===== config.mk =====
export PLATFORM = sky130hd
export DESIGN_NAME = countdown_timer
export DESIGN_NICKNAME = d
export VERILOG_FILES = /design/src/rtl/countdown_pkg.sv /design/src/rtl/down_counter.sv /design/src/rtl/countdown_timer.sv
export SDC_FILE = /design/constraint.sdc
export NUM_CORES = 1
export LEC_CHECK = 0
export ABC_AREA = 1
export BUFFER_PORTS_ARGS = -buffer_cell sky130_fd_sc_hd__buf_2
export CAP_MARGIN = 5
export CORE_AREA = 2 2 44 46
export CTS_CLUSTER_SIZE = 40
export DETAILED_ROUTE_END_ITERATION = 10
export DIE_AREA = 0 0 46 48
export PLACE_DENSITY = 0.66
export SLEW_MARGIN = 15
export SYNTH_ARGS = -nofsm -noshare
export SYNTH_HDL_FRONTEND = slang
export SYNTH_SLANG_ARGS = --single-unit

===== constraint.sdc =====
create_clock -name clk_i -period 1.5 [get_ports clk_i]
set_clock_uncertainty 0.05 [all_clocks]
set_input_delay 0.15 -clock clk_i [delete_from_list [all_inputs] [get_ports clk_i]]
set_output_delay 0.15 -clock clk_i [all_outputs]
set_load 0.02 [all_outputs]

===== src/rtl/countdown_pkg.sv =====
// Shared definitions for the countdown timer slice.
//   BW_DEFAULT : default width of the count and load value.
//   ST_*       : FSM state encodings used by countdown_timer.
package countdown_pkg;

    localparam int unsigned BW_DEFAULT = 4;

    localparam logic [1:0] ST_IDLE  = 2'd0;
    localparam logic [1:0] ST_RUN   = 2'd1;
    localparam logic [1:0] ST_PAUSE = 2'd2;

endpackage : countdown_pkg


===== src/rtl/down_counter.sv =====
// Loadable BW-bit decrementer that saturates at zero.
// Ports:
//   clk_i        : clock, rising edge.
//   clear_i      : synchronous clear to zero (highest priority).
//   load_i       : load load_value_i (beats hold/decrement).
//   load_value_i : value to load.
//   hold_i       : keep the current count.
//   count_o      : registered count.
//   zero_o       : high when the registered count is zero.
module down_counter
    import countdown_pkg::*;
#(
    parameter int unsigned BW = BW_DEFAULT
) (
    input  logic          clk_i,
    input  logic          clear_i,
    input  logic          load_i,
    input  logic [BW-1:0] load_value_i,
    input  logic          hold_i,
    output logic [BW-1:0] count_o,
    output logic          zero_o
);

    logic [BW-1:0] count_q, count_d;

    always_comb begin
        count_d = count_q;
        if (clear_i) begin
            count_d = '0;
        end else if (load_i) begin
            count_d = load_value_i;
        end else if (!hold_i && (count_q != '0)) begin
            count_d = count_q - BW'(1);
        end
    end

    always_ff @(posedge clk_i) begin
        count_q <= count_d;
    end

    assign count_o = count_q;
    assign zero_o  = (count_q == '0);

endmodule : down_counter


===== src/rtl/countdown_timer.sv =====
// Countdown timer with load handshake, pause, auto-reload and abort.
// Ports:
//   clk_i        : clock, rising edge.
//   rstSync_i    : synchronous active-high reset.
//   load_valid_i : load request; accepted when load_ready_o is high.
//   load_value_i : start value, sampled on the handshake.
//   load_ready_o : high only in IDLE and not in reset.
//   en_i         : decrement enable; low pauses the countdown.
//   autoReload_i : on expiry, restart from the stored load value.
//   abort_i      : cancel a running or paused countdown.
//   count_o      : registered current count.
//   busy_o       : registered, high in RUN or PAUSE.
//   done_o       : registered one-cycle pulse when the count first shows 0.
module countdown_timer
    import countdown_pkg::*;
#(
    parameter int unsigned BW = BW_DEFAULT
) (
    input  logic          clk_i,
    input  logic          rstSync_i,
    input  logic          load_valid_i,
    input  logic [BW-1:0] load_value_i,
    output logic          load_ready_o,
    input  logic          en_i,
    input  logic          autoReload_i,
    input  logic          abort_i,
    output logic [BW-1:0] count_o,
    output logic          busy_o,
    output logic          done_o
);

    logic [1:0]    state_q, state_d;
    logic [BW-1:0] reload_q, reload_d;
    logic          done_q, done_d;
    logic          busy_q, busy_d;

    logic          ctr_clear, ctr_load, ctr_hold, ctr_zero;
    logic [BW-1:0] ctr_value;
    logic          handshake;

    assign load_ready_o = (state_q == ST_IDLE) && !rstSync_i;
    assign handshake    = load_valid_i && load_ready_o;

    // Expiry is decided on the edge that takes the count from 1 to 0, so done_o
    // rises together with the zero count. With auto-reload the FSM stays in RUN
    // showing 0 for one cycle and reloads on the following edge (period N+1).
    // PAUSE with en_i high behaves like RUN so no cycle is lost on resume.
    always_comb begin
        state_d   = state_q;
        reload_d  = reload_q;
        done_d    = 1'b0;
        ctr_clear = rstSync_i;
        ctr_load  = 1'b0;
        ctr_value = reload_q;
        ctr_hold  = 1'b1;
        unique case (state_q)
            ST_IDLE: begin
                if (handshake) begin
                    reload_d  = load_value_i;
                    ctr_load  = 1'b1;
                    ctr_value = load_value_i;
                    if (load_value_i == '0) begin
                        done_d = 1'b1;
                    end else begin
                        state_d = ST_RUN;
                    end
                end
            end
            ST_RUN, ST_PAUSE: begin
                if (abort_i) begin
                    state_d   = ST_IDLE;
                    ctr_clear = 1'b1;
                end else if (!en_i) begin
                    state_d = ST_PAUSE;
                end else begin
                    state_d = ST_RUN;
                    if (ctr_zero) begin
                        ctr_load = 1'b1;
                    end else begin
                        ctr_hold = 1'b0;
                        if (count_o == BW'(1)) begin
                            done_d = 1'b1;
                            if (!autoReload_i) begin
                                state_d = ST_IDLE;
                            end
                        end
                    end
                end
            end
            default: begin
                state_d   = ST_IDLE;
                ctr_clear = 1'b1;
            end
        endcase
        busy_d = (state_d != ST_IDLE);
    end

    always_ff @(posedge clk_i) begin
        if (rstSync_i) begin
            state_q  <= ST_IDLE;
            reload_q <= '0;
            done_q   <= 1'b0;
            busy_q   <= 1'b0;
        end else begin
            state_q  <= state_d;
            reload_q <= reload_d;
            done_q   <= done_d;
            busy_q   <= busy_d;
        end
    end

    down_counter #(
        .BW(BW)
    ) u_down_counter (
        .clk_i        (clk_i),
        .clear_i      (ctr_clear),
        .load_i       (ctr_load),
        .load_value_i (ctr_value),
        .hold_i       (ctr_hold),
        .count_o      (count_o),
        .zero_o       (ctr_zero)
    );

    assign busy_o = busy_q;
    assign done_o = done_q;

endmodule : countdown_timer


==> results.py, run 1 <==
metrics = {
    "sta": {
        "hold_viol_final": 0,
        "layout_setup_ws_ns": 0.01774,
        "max_freq_ghz": 0.6746,
        "tns_ns": 0,
        "period_needed_ns": 1.482,
        "final.period_utilization_pct": 98.82,
        "rsz0062_at_grt": "yes",
        "setup_viol": 0,
        "worst_slew_pin_slew_ns": 0.2392,
        "drv_slew": 0,
        "hold_slack_ns": 0.1009,
        "relSlewSlack_pct": 83.91,
    },
    "global_routing": {
        "gr-total-overflow": 0,
        "grt_max_degree": 10,
        "grt_pass1_vias": 670,
        "track_usage_pct": 17.60,
        "grt_pass1_wl_um": 2677,
        "antenna_found_initial": 0,
    },
    "drt": {
        "dr.first_iter.drc_count": 17,
        "avgViaCountPerCell": 4.929,
        "dr.pass1.iters": 4,
        "vias": 764,
        "drc_errors": 0,
        "ant_nets": 0,
        "wl_per_cell_um": 10.76,
        "drt_wl_total_um": 1668,
    },
    "final_layout": {
        "num_antenna_cells": 0,
        "finish.net_count": 153,
        "multi_input_area_um2": 459.2,
        "final_cells": 155,
        "nFillCells": 166,
        "seq_area_um2": 244.0,
        "utilization_pct": 58.59,
        "syn2layout_area_growth_pct": 30.96,
        "drive_gt1_share_pct": 37.68,
    },
    "logic_synthesis": {
        "syn_nets": 124,
        "synth_top_area_cell": "dfxtp_1",
        "synth_compound_area_share_pct": 8.775,
        "synth.avg_cell_area_um2": 6.870,
        "yosys.area_share.simple_pct": 38.58,
        "synth_area_leaders": "dfxtp_1, nand2_1, inv_1",
        "synthAdderAreaFrac_pct": 6.623,
        "synth-xor-area-share_pct": 2.318,
        "synth_mux_area_share_pct": 0,
        "synth_top_family_by_area": "simple AND/OR/NAND/NOR gates",
        "ys_seq_area_share_pct": 31.79,
        "ys_types": 20,
        "ys_ff_latch": 12,
        "synth_cells": 110,
        "syn_area_um2": 755.7,
        "yosys_warnings": 0,
        "synth.top_cell.area_share_pct": 31.79,
    },
    "clocking": {
        "h-tree-depth": 1,
        "cts_tree": "done",
        "clk_path_buf_depth": 2,
        "root_buffer": "clkbuf_4",
        "cts_sinks": 12,
        "clkLatencyLatePin_ns": 0.28,
        "cts_buffers": 3,
        "clkTransAtPathRegs_ns": 0.08,
    },
    "worst_setup_path": {
        "cp-endpoint": "u_down_counter.count_o[3]",
        "timing.rr.end": "u_down_counter.count_o[3]",
        "worstSetupPathType": "flip-flop to flip-flop",
        "ff2ff_path_depth": 11,
        "start_kind": "flip-flop",
        "r2r_slack_ns": 0.02,
        "worstReg2RegStart": "state_q[0]",
        "crit_start": "state_q[0]",
        "critPathRequiredTime_ns": 1.63,
        "crit_fanout": 7,
        "endpoint_kind": "flip-flop",
        "crit_arrival_ns": 1.61,
    },
    "floorplanning": {
        "dieArea_um2": 2208,
        "core_um2": 1689,
        "rows": 15,
        "die_x_um": 46,
        "start_util_pct": 44.74,
        "die_h_um": 48,
        "io_pins": 17,
    },
    "pwr": {
        "combPwrFrac_pct": 40.8,
        "vdd_drop_max_mv": 0.6112,
        "clockPowerShare_pct": 24.3,
        "p_switching_uw": 400.7,
        "leakagePower_uw": 0.0005399,
        "intPower_uw": 691.4,
        "p_per_area_nw_per_um2": 1104,
        "sw_frac_of_total_pct": 36.69,
        "p_seq_share_pct": 34.9,
    },
    "placement": {
        "place_ws_ns": -0.06394,
        "placed_cells": 149,
        "dp_hpwl_um": 1239,
        "port_buffers": 16,
        "gp_congestion": 0.7602,
    },
    "min_path": {
        "min_from": "load_value_i[1]",
        "hold_class": "primary input to flip-flop",
    },
    "run": {
        "drv_cap": 0,
    },
    "run_status": {
        "status": "finished clean",
    },
}
==> registers in the layout (all words and copies together), names as in the netlist <==
signal                  cells
reload_q                    4
u_down_counter.count_o      4
busy_o                      1
done_o                      1
state_q                     2
==> per-layer routing <==
layer / global-route usage [%] / vias up / part of all wire [%]
met5: 0 / - / 0
met3: 3.396 / 4 / 3.5
li1: - / 397 / -
met4: 10.29 / 0 / 1.4
met2: 28.89 / 13 / 48
met1: 21.40 / 350 / 47
==> through the flow <==
step           cell area, um2  power (uW)
6_report                989.7        1092
5_1_grt                 989.7        1160
4_1_cts                 960.9        1067
3_5_place_dp            899.6       789.0
3_3_place_gp            899.6       781.6
2_1_floorplan           757.0       658.5
==> kinds of logic (layout without fill, tap and decap cells) <==
group | count (synthesis) | after routing
AO/OA/AOI/OAI | 12 | 12
XOR/XNOR | 2 | 2
adder cells (fa/ha/maj) | 4 | 4
buffers and inverters | 22 | 50
flip-flops | 12 | 12
AND/OR/NAND/NOR | 58 | 58
==> layout by cell type (no fill, tap or decap), types with 3 or more instances in the layout <==
cell type  netlist  final
inv_1           17     15
nand2_4          3      4
a21oi_1          3      3
clkbuf_4         0      3
nor2_1          13     12
nand2_1         24     22
buf_4            0     10
nand3_1         11     11
dfxtp_1         12      9
o21ai_1          7      7
inv_2            4      6
dfxtp_2          0      3
buf_2            0     15
==> worst min path at each step <==
stage,to,cells after the start
2_1_floorplan,reload_q[1],2
3_3_place_gp,reload_q[1],3
3_5_place_dp,reload_q[1],3
4_1_cts,reload_q[1],3
5_1_grt,reload_q[1],3
6_report,reload_q[1],3
==> area by class of cell <==
cell class	instances	share of cell area, %
Multi-Input combinational cell	76	46.40
Clock buffer	4	3.666
Timing Repair Buffer	25	15.17
Tap cell	17	2.149
Inverter	21	7.965
Sequential cell	12	24.65
==> cells in the mapped netlist <==
master / n
or2_0: 1
dfxtp_1: 12
ha_1: 4
nand3_4: 1
o21a_1: 1
nor2_4: 1
buf_6: 1
o21ai_1: 7
nand2_4: 3
nor2_1: 13
a21oi_2: 1
nand3_2: 1
nand2_1: 24
nand3_1: 11
nor4_1: 2
inv_1: 17
inv_2: 4
a21oi_1: 3
xor2_1: 2
nand2_2: 1
==> critical path, cell delays in order (launching register included) <==
cell,delay [ns]
dfxtp_2,0.34
inv_2,0.05
ha_4,0.27
nand2_4,0.05
nor2_4,0.12
nand2_2,0.08
nand2_4,0.09
nand2_4,0.08
nand2_2,0.06
nand2_1,0.04
nor2_1,0.10
nor2_1,0.05
==> power by group through the flow <==
stage	logic [uW]	registers (uW)	clock network, uW
finish	445	381	266
global route	492	386	282
CTS	420	380	268
floorplan	240	418	0
global placement	396	385	0
detailed placement	404	385	0
==> repair_timing <==
action,CTS,global route
resized for setup,6,6
pin swaps,5,8
endpoints found under the setup margin,3,7
hold buffers,0,0
setup buffers,1,1
Power figures use the tool's default switching activity.
==> inputs of run 2 (changes only) <==
--- a/config.mk
+++ b/config.mk
@@ -12,7 +12,7 @@
 export CTS_CLUSTER_SIZE = 40
 export DETAILED_ROUTE_END_ITERATION = 10
 export DIE_AREA = 0 0 46 48
-export PLACE_DENSITY = 0.66
+export PLACE_DENSITY = 0.64
 export SLEW_MARGIN = 15
 export SYNTH_ARGS = -nofsm -noshare
 export SYNTH_HDL_FRONTEND = slang
==> constraint.sdc (replaced) <==
create_clock -name clk_i -period 1.61 [get_ports clk_i]
set_clock_uncertainty 0.05 [all_clocks]
set_input_delay 0.161 -clock clk_i [delete_from_list [all_inputs] [get_ports clk_i]]
set_output_delay 0.161 -clock clk_i [all_outputs]
set_load 0.02 [all_outputs]
==> results.py, run 2 (same netlist as run 1, synthesis figures left out) <==
metrics = {
    "final_layout": {
        "nFillCells": 168,
        "drive_gt1_share_pct": 31.82,
        "syn2layout_area_growth_pct": 22.19,
        "num_antenna_cells": 0,
        "final_common_cell": "nand2_1",
        "finish.net_count": 148,
        "final_cell_mix": "nand2_1, buf_2, inv_1",
        "utilization_pct": 54.67,
    },
    "drt": {
        "avgViaCountPerCell": 4.866,
        "drc_errors": 0,
        "wl_per_cell_um": 10.46,
        "dr.first_iter.drc_count": 27,
        "ant_nets": 0,
        "drt_wl_total_um": 1559,
        "dr.pass1.iters": 4,
        "vias": 725,
    },
    "worst_setup_path": {
        "crit_arrival_ns": 1.66,
        "cpMostUsedCell": "nand2_4",
        "crit_fanout": 7,
        "cp_slowest_cell": "dfxtp_2",
        "critPathBufInv": 1,
        "r2r_slack_ns": 0.06,
        "slowest_delay_ns": 0.35,
        "path_delay_family": "simple AND/OR/NAND/NOR gates",
        "cp_cell_sequence": "inv_2 -> ha_4 -> nand2_4 -> nor2_4 -> nand2_2 -> nand2_4 -> nand2_4 -> nand2_1 -> nand2_1 -> nor2_1 -> nor2_1",
        "start_kind": "flip-flop",
        "endpoint_kind": "flip-flop",
        "critPathRequiredTime_ns": 1.72,
        "worstSetupPathType": "flip-flop to flip-flop",
    },
    "pwr": {
        "leakagePower_uw": 0.0005042,
        "clockPowerShare_pct": 19.6,
        "combPwrFrac_pct": 40.5,
        "intPower_uw": 563.2,
        "sw_frac_of_total_pct": 37.45,
        "p_per_area_nw_per_um2": 975.0,
        "p_switching_uw": 337.1,
        "vdd_drop_max_mv": 0.5774,
        "p_seq_share_pct": 39.9,
    },
    "global_routing": {
        "grt_pass1_wl_um": 2484,
        "antenna_found_initial": 0,
        "track_usage_pct": 15.94,
        "gr-total-overflow": 0,
        "grt_max_degree": 10,
        "grt_pass1_vias": 630,
    },
    "floorplanning": {
        "die_h_um": 48,
        "die_x_um": 46,
        "dieArea_um2": 2208,
        "io_pins": 17,
        "start_util_pct": 44.74,
        "rows": 15,
        "core_um2": 1689,
    },
    "sta": {
        "setup_viol": 0,
        "hold_viol_final": 0,
        "relSlewSlack_pct": 80.42,
        "worst_slew_pin_slew_ns": 0.2932,
        "final.period_utilization_pct": 96.10,
        "hold_slack_ns": 0.1212,
        "period_needed_ns": 1.547,
        "max_freq_ghz": 0.6463,
        "drv_slew": 0,
        "tns_ns": 0,
    },
    "clocking": {
        "cts_buffers": 3,
        "h-tree-depth": 1,
        "clkTransAtPathRegs_ns": 0.07,
        "hold_buffers": 0,
        "cts_sinks": 12,
        "clk_path_buf_depth": 2,
        "cts_tree": "done",
        "clkLatencyLatePin_ns": 0.27,
        "root_buffer": "clkbuf_4",
    },
    "placement": {
        "port_buffers": 16,
        "dp_hpwl_um": 1154,
        "gp_congestion": 0.7750,
    },
    "run_status": {
        "status": "finished clean",
    },
    "min_path": {
        "hold_class": "primary input to flip-flop",
    },
    "run": {
        "drv_cap": 0,
    },
}
run 2: final cells by class:
type | count | area (um2) | area share (%)
clock buffer | 3 | 22.52 | 2.439
inverter | 21 | 78.83 | 8.537
multi-input combinational | 76 | 447.9 | 48.51
sequential | 12 | 242.7 | 26.29
tap | 17 | 21.27 | 2.304
timing repair buffer | 20 | 110.1 | 11.92
run 2: what timing repair did:
item                                    in CTS  in global routing
setup buffers                                0                  3
resized for setup                            0                  8
endpoints found under the setup margin       0                  6
run 2: per-stage QoR:
stage	setup slack, ns	instance area [um2]	cells	total power, uW
after CTS	0.005468	875.8	146	874.9
after global placement	0.06256	853.3	143	691.4
final	0.06271	923.4	149	900.3
after detailed placement	0.02819	853.3	143	695.2
after global routing	-0.009172	923.4	149	974.0
after floorplan	0.08260	755.7	110	612.2
run 2: tightest hold or removal path: stages:
cell     delay [ns]
buf_2          0.09
o21ai_1        0.08
nor2_1         0.08
run 2: worst paths after layout:
check                       start                        end  cells after the start
hold / removal    load_value_i[1]                reload_q[1]                      3
setup / recovery       state_q[1]  u_down_counter.count_o[3]                     11
hold reg to reg       reload_q[0]                reload_q[0]                      2
setup reg to reg       state_q[1]  u_down_counter.count_o[3]                     11
run 2: power groups by stage:
stage	clock (uW)	sequential, uW	combinational [uW]
floorplan	0	388	224
global placement	0	363	329
detailed placement	0	363	332
CTS	185	357	333
global route	200	364	411
finish	176	359	365
run 2: per-layer routing:
layer,vias up,global-route usage (%),share of wire (%),routed length (um)
li1,385,-,-,-
met1,312,19.28,45,707
met4,0,6.857,2.0,31
met3,6,5.660,6.2,96
met2,22,25.56,46,724
met5,-,0,0,0
